`config.mk`:
```
export PLATFORM = sky130hd
export DESIGN_NAME = vga_pixel_prefetch
export DESIGN_NICKNAME = d
export VERILOG_FILES = /design/src/rtl/vga_pkg.sv /design/src/rtl/sync_fifo.sv /design/src/rtl/vga_pixel_prefetch.sv
export SDC_FILE = /design/constraint.sdc
export NUM_CORES = 1
export LEC_CHECK = 0
export CORE_MARGIN = 1.5
export CORE_UTILIZATION = 30
export DETAILED_ROUTE_END_ITERATION = 16
export PLACE_DENSITY = 0.41
export SYNTH_ARGS = -nofsm -noshare
export SYNTH_HDL_FRONTEND = slang
export SYNTH_SLANG_ARGS = --single-unit
```
`constraint.sdc`:
```
create_clock -name i_clk -period 3.1 [get_ports i_clk]
set_input_delay 0.31 -clock i_clk [delete_from_list [all_inputs] [get_ports i_clk]]
set_output_delay 0.31 -clock i_clk [all_outputs]
set_load 0.01 [all_outputs]
```
`src/rtl/vga_pkg.sv`:
```
// Shared definitions for the VGA pixel prefetch path.
//   H_ACTIVE / V_ACTIVE : visible raster size
//   FRAME_PIXELS        : pixels fetched per frame
//   ADDR_W / PIX_W      : frame-memory address and pixel word widths
//   fetch_state_t       : prefetch sequencer states
package vga_pkg;
  localparam int H_ACTIVE     = 640;
  localparam int V_ACTIVE     = 480;
  localparam int FRAME_PIXELS = H_ACTIVE * V_ACTIVE;
  localparam int ADDR_W       = 19;
  localparam int PIX_W        = 32;

  typedef enum logic [1:0] {
    ST_IDLE  = 2'd0,
    ST_FETCH = 2'd1,
    ST_DONE  = 2'd2
  } fetch_state_t;
endpackage

```
`src/rtl/sync_fifo.sv`:
```
// Single-clock show-ahead FIFO.
//   i_clk, i_rst   : clock, synchronous active-high reset
//   i_flush        : empties the FIFO (pointers and count to zero)
//   i_push/i_wdata : write port; a push into a full FIFO is ignored
//                    unless a pop frees a slot in the same cycle
//   i_pop          : advance the head; ignored when empty
//   o_rdata        : head word, forced to 0 while empty
//   o_valid        : FIFO non-empty
//   o_count        : words held
module sync_fifo #(
  parameter int DEPTH = 16,
  parameter int WIDTH = 32
) (
  input  logic                     i_clk,
  input  logic                     i_rst,
  input  logic                     i_flush,
  input  logic                     i_push,
  input  logic [WIDTH-1:0]         i_wdata,
  input  logic                     i_pop,
  output logic [WIDTH-1:0]         o_rdata,
  output logic                     o_valid,
  output logic [$clog2(DEPTH):0]   o_count
);
  localparam int PTR_W = $clog2(DEPTH);
  localparam logic [PTR_W-1:0] PTR_ONE = PTR_W'(1);
  localparam logic [PTR_W:0]   CNT_ONE = (PTR_W + 1)'(1);
  localparam logic [PTR_W:0]   CNT_FULL = (PTR_W + 1)'(DEPTH);

  logic [WIDTH-1:0] mem [DEPTH];
  logic [PTR_W-1:0] wr_ptr;
  logic [PTR_W-1:0] rd_ptr;
  logic [PTR_W:0]   count;
  logic             do_push;
  logic             do_pop;

  assign do_pop  = i_pop && (count != '0);
  assign do_push = i_push && ((count != CNT_FULL) || do_pop);

  always_ff @(posedge i_clk) begin
    if (i_rst || i_flush) begin
      wr_ptr <= '0;
      rd_ptr <= '0;
      count  <= '0;
    end else begin
      if (do_push) wr_ptr <= wr_ptr + PTR_ONE;
      if (do_pop)  rd_ptr <= rd_ptr + PTR_ONE;
      case ({do_push, do_pop})
        2'b10:   count <= count + CNT_ONE;
        2'b01:   count <= count - CNT_ONE;
        default: count <= count;
      endcase
    end
  end

  // Storage has no reset; the zero mask on o_rdata hides stale contents.
  always_ff @(posedge i_clk) begin
    if (do_push && !i_flush) mem[wr_ptr] <= i_wdata;
  end

  assign o_valid = (count != '0);
  assign o_rdata = o_valid ? mem[rd_ptr] : '0;
  assign o_count = count;
endmodule

```
`src/rtl/vga_pixel_prefetch.sv`:
```
// Frame-memory prefetcher feeding the VGA pixel pipeline.
//   i_clk, i_rst        : clock, synchronous active-high reset
//   i_frame_start       : restart fetching at pixel 0 (flushes FIFO)
//   i_pix_rd            : pop one pixel from the FIFO head
//   o_pix_data/valid    : show-ahead FIFO head {8'h0,R,G,B} and non-empty
//   o_underflow         : sticky, set by a pop on an empty FIFO
//   o_mem_req/addr      : read request to frame memory
//   i_mem_ack           : request accepted when high with o_mem_req
//   i_mem_rvalid/rdata  : in-order read returns
//
// state    | meaning
// ---------+------------------------------------------------------
// ST_IDLE  | after reset, no frame started, no requests
// ST_FETCH | issuing requests under the FIFO credit limit
// ST_DONE  | last pixel of the frame requested, awaiting next frame
module vga_pixel_prefetch
  import vga_pkg::*;
#(
  parameter int FIFO_DEPTH   = 16,
  parameter int FRAME_PIXELS = vga_pkg::FRAME_PIXELS
) (
  input  logic              i_clk,
  input  logic              i_rst,
  input  logic              i_frame_start,
  input  logic              i_pix_rd,
  output logic [PIX_W-1:0]  o_pix_data,
  output logic              o_pix_valid,
  output logic              o_underflow,
  output logic              o_mem_req,
  output logic [ADDR_W-1:0] o_mem_addr,
  input  logic              i_mem_ack,
  input  logic              i_mem_rvalid,
  input  logic [PIX_W-1:0]  i_mem_rdata
);
  localparam int CNT_W = $clog2(FIFO_DEPTH) + 1;
  localparam logic [ADDR_W-1:0] LAST_ADDR = ADDR_W'(FRAME_PIXELS - 1);
  localparam logic [ADDR_W-1:0] ADDR_ONE  = ADDR_W'(1);
  localparam logic [CNT_W-1:0]  CNT_ONE   = CNT_W'(1);
  localparam logic [CNT_W:0]    DEPTH_EXT = (CNT_W + 1)'(FIFO_DEPTH);

  fetch_state_t     state;
  logic [CNT_W-1:0] outstanding;
  logic [CNT_W-1:0] discard_count;
  logic [CNT_W-1:0] fifo_count;
  logic [CNT_W:0]   credit_used;
  logic             accept;
  logic             drop;
  logic             push;
  logic             pop;

  // Request is combinational from registered counters so the credit
  // limit holds exactly in the cycle an ack or return lands.
  // A frame_start cycle never issues: the address is about to rewind.
  assign credit_used = {1'b0, fifo_count} + {1'b0, outstanding};
  assign o_mem_req   = (state == ST_FETCH) && (discard_count == '0) &&
                       !i_frame_start && (credit_used < DEPTH_EXT);
  assign accept      = o_mem_req && i_mem_ack;

  // Returns belonging to the previous frame (already in flight at
  // frame_start, including one landing in that very cycle) are dropped.
  assign drop = i_mem_rvalid && (i_frame_start || (discard_count != '0));
  assign push = i_mem_rvalid && !drop;
  assign pop  = i_pix_rd && !i_frame_start;

  always_ff @(posedge i_clk) begin
    if (i_rst) begin
      state       <= ST_IDLE;
      o_mem_addr  <= '0;
      o_underflow <= 1'b0;
    end else if (i_frame_start) begin
      state       <= ST_FETCH;
      o_mem_addr  <= '0;
      o_underflow <= 1'b0;
    end else begin
      if (i_pix_rd && !o_pix_valid) o_underflow <= 1'b1;
      if (accept) begin
        o_mem_addr <= o_mem_addr + ADDR_ONE;
        if (o_mem_addr == LAST_ADDR) state <= ST_DONE;
      end
    end
  end

  always_ff @(posedge i_clk) begin
    if (i_rst) begin
      outstanding   <= '0;
      discard_count <= '0;
    end else begin
      case ({accept, i_mem_rvalid})
        2'b10:   outstanding <= outstanding + CNT_ONE;
        2'b01:   outstanding <= outstanding - CNT_ONE;
        default: outstanding <= outstanding;
      endcase

      // accept is never high with frame_start, so the new discard value
      // equals what remains in flight after this cycle.
      if (i_frame_start)
        discard_count <= i_mem_rvalid ? outstanding - CNT_ONE : outstanding;
      else if (i_mem_rvalid && (discard_count != '0))
        discard_count <= discard_count - CNT_ONE;
    end
  end

  sync_fifo #(
    .DEPTH (FIFO_DEPTH),
    .WIDTH (PIX_W)
  ) u_fifo (
    .i_clk   (i_clk),
    .i_rst   (i_rst),
    .i_flush (i_frame_start),
    .i_push  (push),
    .i_wdata (i_mem_rdata),
    .i_pop   (pop),
    .o_rdata (o_pix_data),
    .o_valid (o_pix_valid),
    .o_count (fifo_count)
  );
endmodule

```
### Word-level counts from Yosys, hierarchy flattened

Memories as Yosys holds them, arrays and structs flattened. A register that Yosys moved wholly into a read port is not among the register bits.
Cells that the tools add are included.

* add/subtract/negate cells: 9
* $lt $le $gt $ge: 1
* equal/unequal tests: 7
* mux-type cells: 13
* reduce and logical (&&, ||, !) cells: 29

Operators by type and width (number)
* $mux 32: 1
* $pmux 5 s2: 2
* $add 19x1->19 const B: 1
* $eq 19x19->1 const B: 1
* $mux 5: 3
* $sub 5x1->5 const B: 3
* $logic_and 1x1->1: 12
* $add 5x1->5 const B: 2
* $reduce_bool 2->1: 5
* $reduce_bool 5->1: 2
* $add 4x1->4 const B: 2
* $mux 4: 2
* $add 5x5->6: 1
* $eq 2x1->1 const B: 3
* $lt 6x5->1 const B: 1
* $logic_not 5->1: 1
* $mux 1: 5
* $ne 5x5->1 const B: 1
* $eq 2x2->1 const B: 2
* $reduce_and 2->1: 2
* $logic_not 1->1: 3
* $logic_or 1x1->1: 3
* $reduce_or 2->1: 1

* flip-flop bits (word level): 45
* memory bits (writable): 512
* input bits: 38
* output and inout bits: 54
* word-level logic and storage cells: 69
* memories: 1

Memory list
* u_fifo.mem: words 16, bits a word 32, rd ports 1, clocked after memory_dff 1, write ports 1, RTL line sync_fifo.sv:29 `logic [WIDTH-1:0] mem [DEPTH];`

### Longest topological paths before layout

Gate-level depths: netlist (run 1).

* word-level depth: 9
* gate-level depth with buffers: 12
* depth with buffers taken out: 12

### Cells and area by module

Synthesis (run 1) repeated with hierarchy kept, for this count alone.

* cells, all modules: 1125
* area total of the unflattened synthesis: 22211.3 sq um

By module, submodules not included
* sync_fifo: instances 1, cells an instance 905, area each 20403.3 sq um, seq. area each 15715.1 sq um
* vga_pixel_prefetch: instances 1, cells an instance 220, area each 1808.0 sq um, seq. area each 640.6 sq um

### Worst setup path after synthesis (run 1)

No wires, ideal clock.

* kind: register to register
* start: register u_fifo.count[0] (netlist: u_fifo.o_count[0])
* end: register u_fifo.count[4] (netlist: u_fifo.o_count[4])
* library setup time: 0.115 ns
* arrival time: 2.668 ns
* required time: 2.985 ns
* path slack: 0.318 ns
* cell stages (with the launch flop): 10
* path buffers: 0
* clock period less this slack: 2.782 ns
* cell sequence: dfxtp_1 > nor4_1 > a21oi_1 > and2_1 > ha_1 > nand2b_1 > o2bb2ai_1 > or3_1 > a32o_1 > o21a_1

* word-level cells in the longest chain between the ends: 6
* elaborated cells on any way between the ends: 11
* those cells by class: add/sub (2); eq/ne (3); mux (1); reduce/logical (5)

Ends and longest elaborated chain
* start: declaration: RTL line sync_fifo.sv:32 `logic [PTR_W:0] count;`
* start signal: assignment: RTL line sync_fifo.sv:48 `2'b10: count <= count + CNT_ONE;`
* start signal: assignment: RTL line sync_fifo.sv:49 `2'b01: count <= count - CNT_ONE;`
* start signal: assignment: RTL line sync_fifo.sv:50 `default: count <= count;`
* $reduce_bool 5->1: RTL line sync_fifo.sv:36 `assign do_pop = i_pop && (count != '0);`
* $logic_and 1x1->1: RTL line sync_fifo.sv:36
* $logic_or 1x1->1: RTL line sync_fifo.sv:37 `assign do_push = i_push && ((count != CNT_FULL) || do_pop);`
* $logic_and 1x1->1: RTL line sync_fifo.sv:37
* $eq 2x1->1 or $eq 2x2->1 (tied branches): RTL line sync_fifo.sv:47 `case ({do_push, do_pop})`
* $pmux 5 s2 or $reduce_bool 2->1 (tied branches)

Parallel ways exist; a longest one is shown, timed or not.
A chain may end at the register's enable or synchronous reset.

==> results_dict.tcl, run 1 <==
set metrics [dict create \
    grt_max_degree 39 \
    p_per_area_nw_per_um2 586 \
    leakage_nw 8.70 \
    timing.setup.tns_ps 0 \
    grt_pass1_vias 12050 \
    endpoint_kind "primary output" \
    cts-root-buf "clkbuf_16" \
    drt-initial-drc-count 713 \
    drive_gt1_share_pct 26.5 \
    area_growth_pct 24.7 \
    crit_path_top_delay_cell "mux4_2" \
    relSlewSlack_pct 46.4 \
    initial_core_util_pct 30.3 \
    synthTopCellsByArea "edfxtp_1 69%, mux4_2 13%, dfxtp_1 4.4%" \
    fin_crit_ps 2980 \
    cp-start-kind "register" \
    antenna_cells 0 \
    synth_ff_type "edfxtp_1" \
    vias_per_cell 4.82 \
    h-tree-depth 3 \
    n_fill_cell 6632 \
    synthesis.area_um2 22100 \
    use_met2_pct 24.8 \
    instances_no_fill 2329 \
    ys_warn_count 0 \
    core_um2 73000 \
    worstMarginPinSlew_ps 797 \
    pre_cts_ws_ps 77.8 \
    cts_tree "yes" \
    synthCells 1116 \
    yosysTopAreaCell "edfxtp_1" \
    outcome "complete, no violations" \
    wl_per_cell_um 23.9 \
    clk_pin_slew_ps 50 \
    dp.cells 2193 \
    pin_count 92 \
    cts_buffer_depth 3 \
    seq_area_frac_synth_pct 73.9 \
    dp_hpwl_um 33100 \
    gr-usage-met3_pct 3.23 \
    path_class "reg2out" \
    slew_viol_final 0 \
    critPathMaxFanout 11 \
    cts_hold_buf 0 \
    skew_ps 18.6 \
    die_w_um 275 \
    fp.dieArea_um2 75400 \
    worst-path-buf-inv 3 \
    die_h_um 275 \
    async_flop_share_pct 0 \
    peakVddDrop_v 0.000284 \
    drc 0 \
    cts_sinks 561 \
    cts_buffers 66 \
    use_met1_pct 20.5 \
    antenna_left 0 \
    setup_slack_ps 119 \
    groute.usage.overall_pct 15.1 \
    overflow 0 \
    min_path_type "reg2reg" \
    numPortBuffers 91 \
    dr_total_vias 11236 \
    synth-edff-count 512 \
    max_freq_mhz 335 \
    slowest_delay_ps 530 \
    synth_top_area_share_pct 69.5 \
    required_ps 2790 \
    p_total_mw 16.2 \
    antenna_found_initial 3 \
    maxCapViolCount 0 \
    cp.arrival_ps 2670 \
    grt-busiest-layer "met2" \
    synth_seq_cells 561 \
    syn_avg_cell_area_um2 19.8 \
    dr.pass1.iters 4 \
    cp_cell_sequence "buf_12 > buf_8 > mux4_2 > mux2i_1 > o22ai_2 > clkdlybuf4s50_1" \
    nets 1377 \
    period_share_pct 96.2 \
    rows 99 \
    synth.distinct_cells 51 \
    wl_um 55700 \
    gp_congestion 0.717 \
    rsz0062_at_grt "no" \
    final-hold-violation-count 0 \
    worstSkewPairLatency_ps 590 \
    syn-num-nets 1173 \
    fin_util_pct 37.8 \
    crit_family "buffers and inverters" \
    grt_pass1_wl_um 82100 \
    setup_viol_count_final 0 \
]
==> cell families after synthesis <==
family | count (synthesis) | share of synthesized area, %
adders and majority gates | 19 | 1.11
DFF | 561 | 73.9
and+or+nand+nor | 157 | 4.13
buffers and inverters | 68 | 1.33
muxes | 194 | 16.0
xor gates and xnor gates | 23 | 0.910
AOI/OAI and AO/OA | 94 | 2.57
==> Yosys cell counts (all sizes together), types with 8 or more instances <==
cell,instances
nor2,33
dfxtp,49
mux4,128
edfxtp,512
clkbuf,29
inv,14
o21ai,15
xnor2,12
or3,12
and2,15
a21oi,24
o22ai,33
nand2,22
buf,25
nand3,17
a211oi,8
mux2i,66
ha,18
nand4,8
xor2,11
==> metrics by stage <==
| step | cell area, um^2 | hold slack (ps) |
|---|---|---|
| after floorplan | 22100 | 388 |
| after global placement | 25200 | 458 |
| after detailed placement | 25200 | 472 |
| after CTS | 27500 | 457 |
| after global routing | 27600 | 488 |
| final | 27600 | 487 |
==> layer usage <==
metal | vias to the layer above | wire length (um)
li1 | 5024 | -
met1 | 5962 | 25300
met2 | 178 | 27400
met3 | 68 | 2220
met4 | 4 | 772
met5 | - | 29
==> layout by cell type (no fill, tap or decap), types with 14 or more instances in the layout <==
master,instances
inv_1,14
o21ai_0,15
o22ai_1,25
clkbuf_16,68
nand3_1,17
mux4_2,128
ha_1,18
buf_4,46
clkdlybuf4s50_1,61
buf_12,41
nor2_1,33
edfxtp_1,512
a21oi_1,24
dfxtp_1,46
mux2i_1,54
clkinv_1,16
clkbuf_1,18
dlygate4sd2_1,22
nand2_1,20
==> repair_timing <==
item | CTS | global route
setup endpoints to repair | 32 | 12
gates resized for setup | 53 | 14
pin swaps | 1 | 0
buffers inserted | 13 | 2
gates cloned | 3 | 0
==> worst register-to-register path, cell delays in order, from the launching register on <==
cell and delay, ps:
dfxtp_1 340, inv_1 60, ha_1 200, and4bb_2 250, nand2_1 90, and2_1 150, inv_1 70, fa_1 380
nand2b_1 170, o2bb2ai_1 180, or3_1 350, a32o_1 260, o21a_1 160
==> power breakdown <==
| part | leakage (nW) | switching, mW | internal [mW] |
|---|---|---|---|
| sequential | 5.00 | 0.0377 | 8.29 |
| combinational | 2.71 | 0.295 | 0.208 |
| clock | 0.988 | 2.98 | 4.35 |
==> path summary, 6_finish.rpt <==
path,startpoint,cells past startpoint,slack [ps],end
worst max register to register,discard_count[0]$_SDFFE_PP0P_,12,330,u_fifo.o_count[4]$_SDFFE_PP0P_
worst min register to register,o_underflow$_SDFFE_PP0P_,2,490,o_underflow$_SDFFE_PP0P_
worst max-delay path,register,6,120,o_pix_data[28]
worst min-delay path,o_underflow$_SDFFE_PP0P_,2,490,o_underflow$_SDFFE_PP0P_
==> state kept, by name (all words and copies together), names as in the netlist, named ones only <==
| signal | flops |
|---|---|
| discard_count | 5 |
| u_fifo.rd_ptr | 4 |
| state | 2 |
| outstanding | 5 |
| u_fifo.wr_ptr | 4 |
| o_underflow | 1 |
| o_mem_addr | 19 |
| u_fifo.o_count | 5 |
| u_fifo.mem | 512 |
==> cell type report <==
class                      instances  area [um^2]  share of cell area [%]
clock inverter                    32          258                   0.934
tap                              959         1200                    4.35
sequential                       561        16400                    59.3
clock buffer                      86         1770                    6.41
multi-input combinational        487         5630                    20.4
inverter                          14         52.6                   0.190
timing repair buffer             190         2320                    8.39
(Power assumes the default switching activity.)
==> inputs of run 2 (changes only) <==
- HOLD_SLACK_MARGIN: default -> 0.05
==> results of run 2 <==
Same layout as run 1: the final DEF is identical, and so are final timing and power.
==> inputs of run 3 (changes only) <==
- CTS_CLUSTER_DIAMETER: default -> 80
- CTS_CLUSTER_SIZE: default -> 10
==> run 3 against run 2 <==
Sequential power is essentially flat. Final cell count decreased by 0.99%. Clock power decreased by 3.4%. Register-to-register slack is essentially flat. Combinational power about the same. Sequential cell count did not move. Utilization about the same. First-iteration DRC count decreased by 5.0%. Non-clock buffer count grew 10. Final area is essentially flat. Worst setup slack got worse by 4.3 ps. Global-route usage is 0.25 points higher.
==> results_dict.tcl, run 3 (same netlist as run 1, synthesis figures left out) <==
set metrics [dict create \
    grt-busiest-layer "met2" \
    die_h_um 275 \
    ff2ff_path_depth 12 \
    initial_core_util_pct 30.3 \
    fp.dieArea_um2 75400 \
    pin_count 92 \
    wl_per_cell_um 24.5 \
    path_class "reg2out" \
    n_fill_cell 6623 \
    slowest_delay_ps 530 \
    area_growth_pct 24.7 \
    core_um2 73000 \
    fin_crit_ps 2990 \
    seq_area_um2 16400 \
    setup_viol_count_final 0 \
    reg_top3 "u_fifo.mem: 512 flops, o_mem_addr: 19 flops" \
    antenna_left 0 \
    h-tree-depth 3 \
    dr.pass1.iters 4 \
    regMostFlops "u_fifo.mem" \
    rows 99 \
    drt-initial-drc-count 677 \
    cp.arrival_ps 2680 \
    largest_reg_flops 512 \
    pre_cts_ws_ps 77.8 \
    r2r_slack_ps 330 \
    relSlewSlack_pct 41.4 \
    peakVddDrop_v 0.000326 \
    grt_pass1_wl_um 83400 \
    dr_total_vias 11206 \
    use_met1_pct 20.9 \
    cts_hold_buf 0 \
    grt_max_degree 33 \
    wl_um 56500 \
    worst-path-buf-inv 3 \
    dp_hpwl_um 33100 \
    outcome "complete, no violations" \
    nets 1388 \
    grt_pass1_vias 12151 \
    timing.setup.tns_ps 0 \
    r2r-start "discard_count[0]$_SDFFE_PP0P_" \
    overflow 0 \
    leakage_nw 8.65 \
    gp_congestion 0.717 \
    final_cell_mix "512 x edfxtp_1, 128 x mux4_2, 71 x clkbuf_16" \
    cts_buffer_depth 3 \
    max_freq_mhz 335 \
    min_path_type "reg2reg" \
    use_met2_pct 25.0 \
    cts-root-buf "clkbuf_16" \
    skew_ps 14.7 \
    maxCapViolCount 0 \
    final-hold-violation-count 0 \
    die_w_um 275 \
    reg2reg_to "u_fifo.o_count[4]$_SDFFE_PP0P_" \
    fin_util_pct 37.8 \
    worstHoldStart "o_underflow$_SDFFE_PP0P_" \
    groute.usage.overall_pct 15.4 \
    numPortBuffers 91 \
    worstSkewPairLatency_ps 590 \
    min_to "o_underflow$_SDFFE_PP0P_" \
    gr-usage-met3_pct 2.88 \
    multi_input_area_um2 5630 \
    p_per_area_nw_per_um2 577 \
    drive_gt1_share_pct 27.0 \
    cts_tree "yes" \
    cp_cell_sequence "buf_12 > buf_8 > mux4_2 > mux2i_1 > o22ai_2 > clkdlybuf4s50_1" \
    cp-start-kind "register" \
    slew_viol_final 0 \
    setup_slack_ps 115 \
    required_ps 2790 \
    endpoint_kind "primary output" \
    crit_path_top_delay_cell "mux4_2" \
    period_share_pct 96.3 \
    crit_family "buffers and inverters" \
    antenna_found_initial 4 \
    holdPathStages 2 \
    final_common_cell "edfxtp_1" \
    vias_per_cell 4.86 \
    cts_sinks 561 \
    worstMarginPinSlew_ps 871 \
    clk_pin_slew_ps 50 \
    critPathMaxFanout 11 \
    drc 0 \
    cts_buffers 67 \
]
## run 3: cell types whose count changed in the layout (fill, tap and decap cells not counted), sizes merged
cell / change
clkbuf: -8
dlymetal6s2s: -3
buf: +9
bufinv: -4
bufbuf: +1
inv: +1
dlygate4sd2: +3
clkinvlp: -1
diode: +1
clkinv: -22
## run 3: how the worst max path moves through the flow
stage | from | end | cells past startpoint
2_1_floorplan | u_fifo.o_count[0]$_SDFFE_PP0P_ | u_fifo.o_count[4]$_SDFFE_PP0P_ | 9
3_3_place_gp | i_frame_start | u_fifo.o_count[4]$_SDFFE_PP0P_ | 11
3_5_place_dp | i_frame_start | u_fifo.o_count[4]$_SDFFE_PP0P_ | 11
4_1_cts | u_fifo.o_count[0]$_SDFFE_PP0P_ | o_pix_data[17] | 7
5_1_grt | u_fifo.o_count[0]$_SDFFE_PP0P_ | o_pix_data[13] | 7
6_report | register | o_pix_data[28] | 6
## run 3: final cells by class
type | count | share of cell area [%]
Sequential cell | 561 | 59.3
Antenna cell | 1 | 0.00907
Inverter | 14 | 0.190
Multi-Input combinational cell | 487 | 20.4
Clock buffer | 78 | 6.57
Tap cell | 959 | 4.35
Clock inverter | 6 | 0.268
Timing Repair Buffer | 200 | 8.88
## run 3: worst min-delay path, cell delays in order, from the launching register on
cell and delay, ps:
dfxtp_1 340, a31oi_1 40, nor2_1 70
## run 3: report_power, final
part	internal [mW]	leakage (nW)	switching (mW)
Combinational	0.211	2.72	0.295
Clock	4.11	0.923	2.97
Sequential	8.30	5.00	0.0379
Total	12.6	8.65	3.30
## run 3: repair_timing
item,CTS,global route
pin swaps,1,0
gates cloned,5,0
hold endpoints to repair,0,0
buffers inserted,19,5
endpoints found under the setup margin,32,10
resized for setup,58,11
## run 3: stage by stage
stage | hold WS (ps) | cells | power (mW) | cell area, um^2
final | 487 | 2306 | 15.9 | 27600
after global routing | 487 | 2305 | 16.5 | 27600
after CTS | 454 | 2301 | 16.2 | 27500
after detailed placement | 472 | 2193 | 8.99 | 25200
after global placement | 458 | 2193 | 8.99 | 25200
after floorplan | 388 | 1116 | 8.72 | 22100
## run 3: per-layer routing
layer | up-vias | share of wire (%)
met5 | - | 0.041
met2 | 173 | 49
met3 | 79 | 3.4
li1 | 5015 | -
met1 | 5935 | 46
met4 | 4 | 2.0
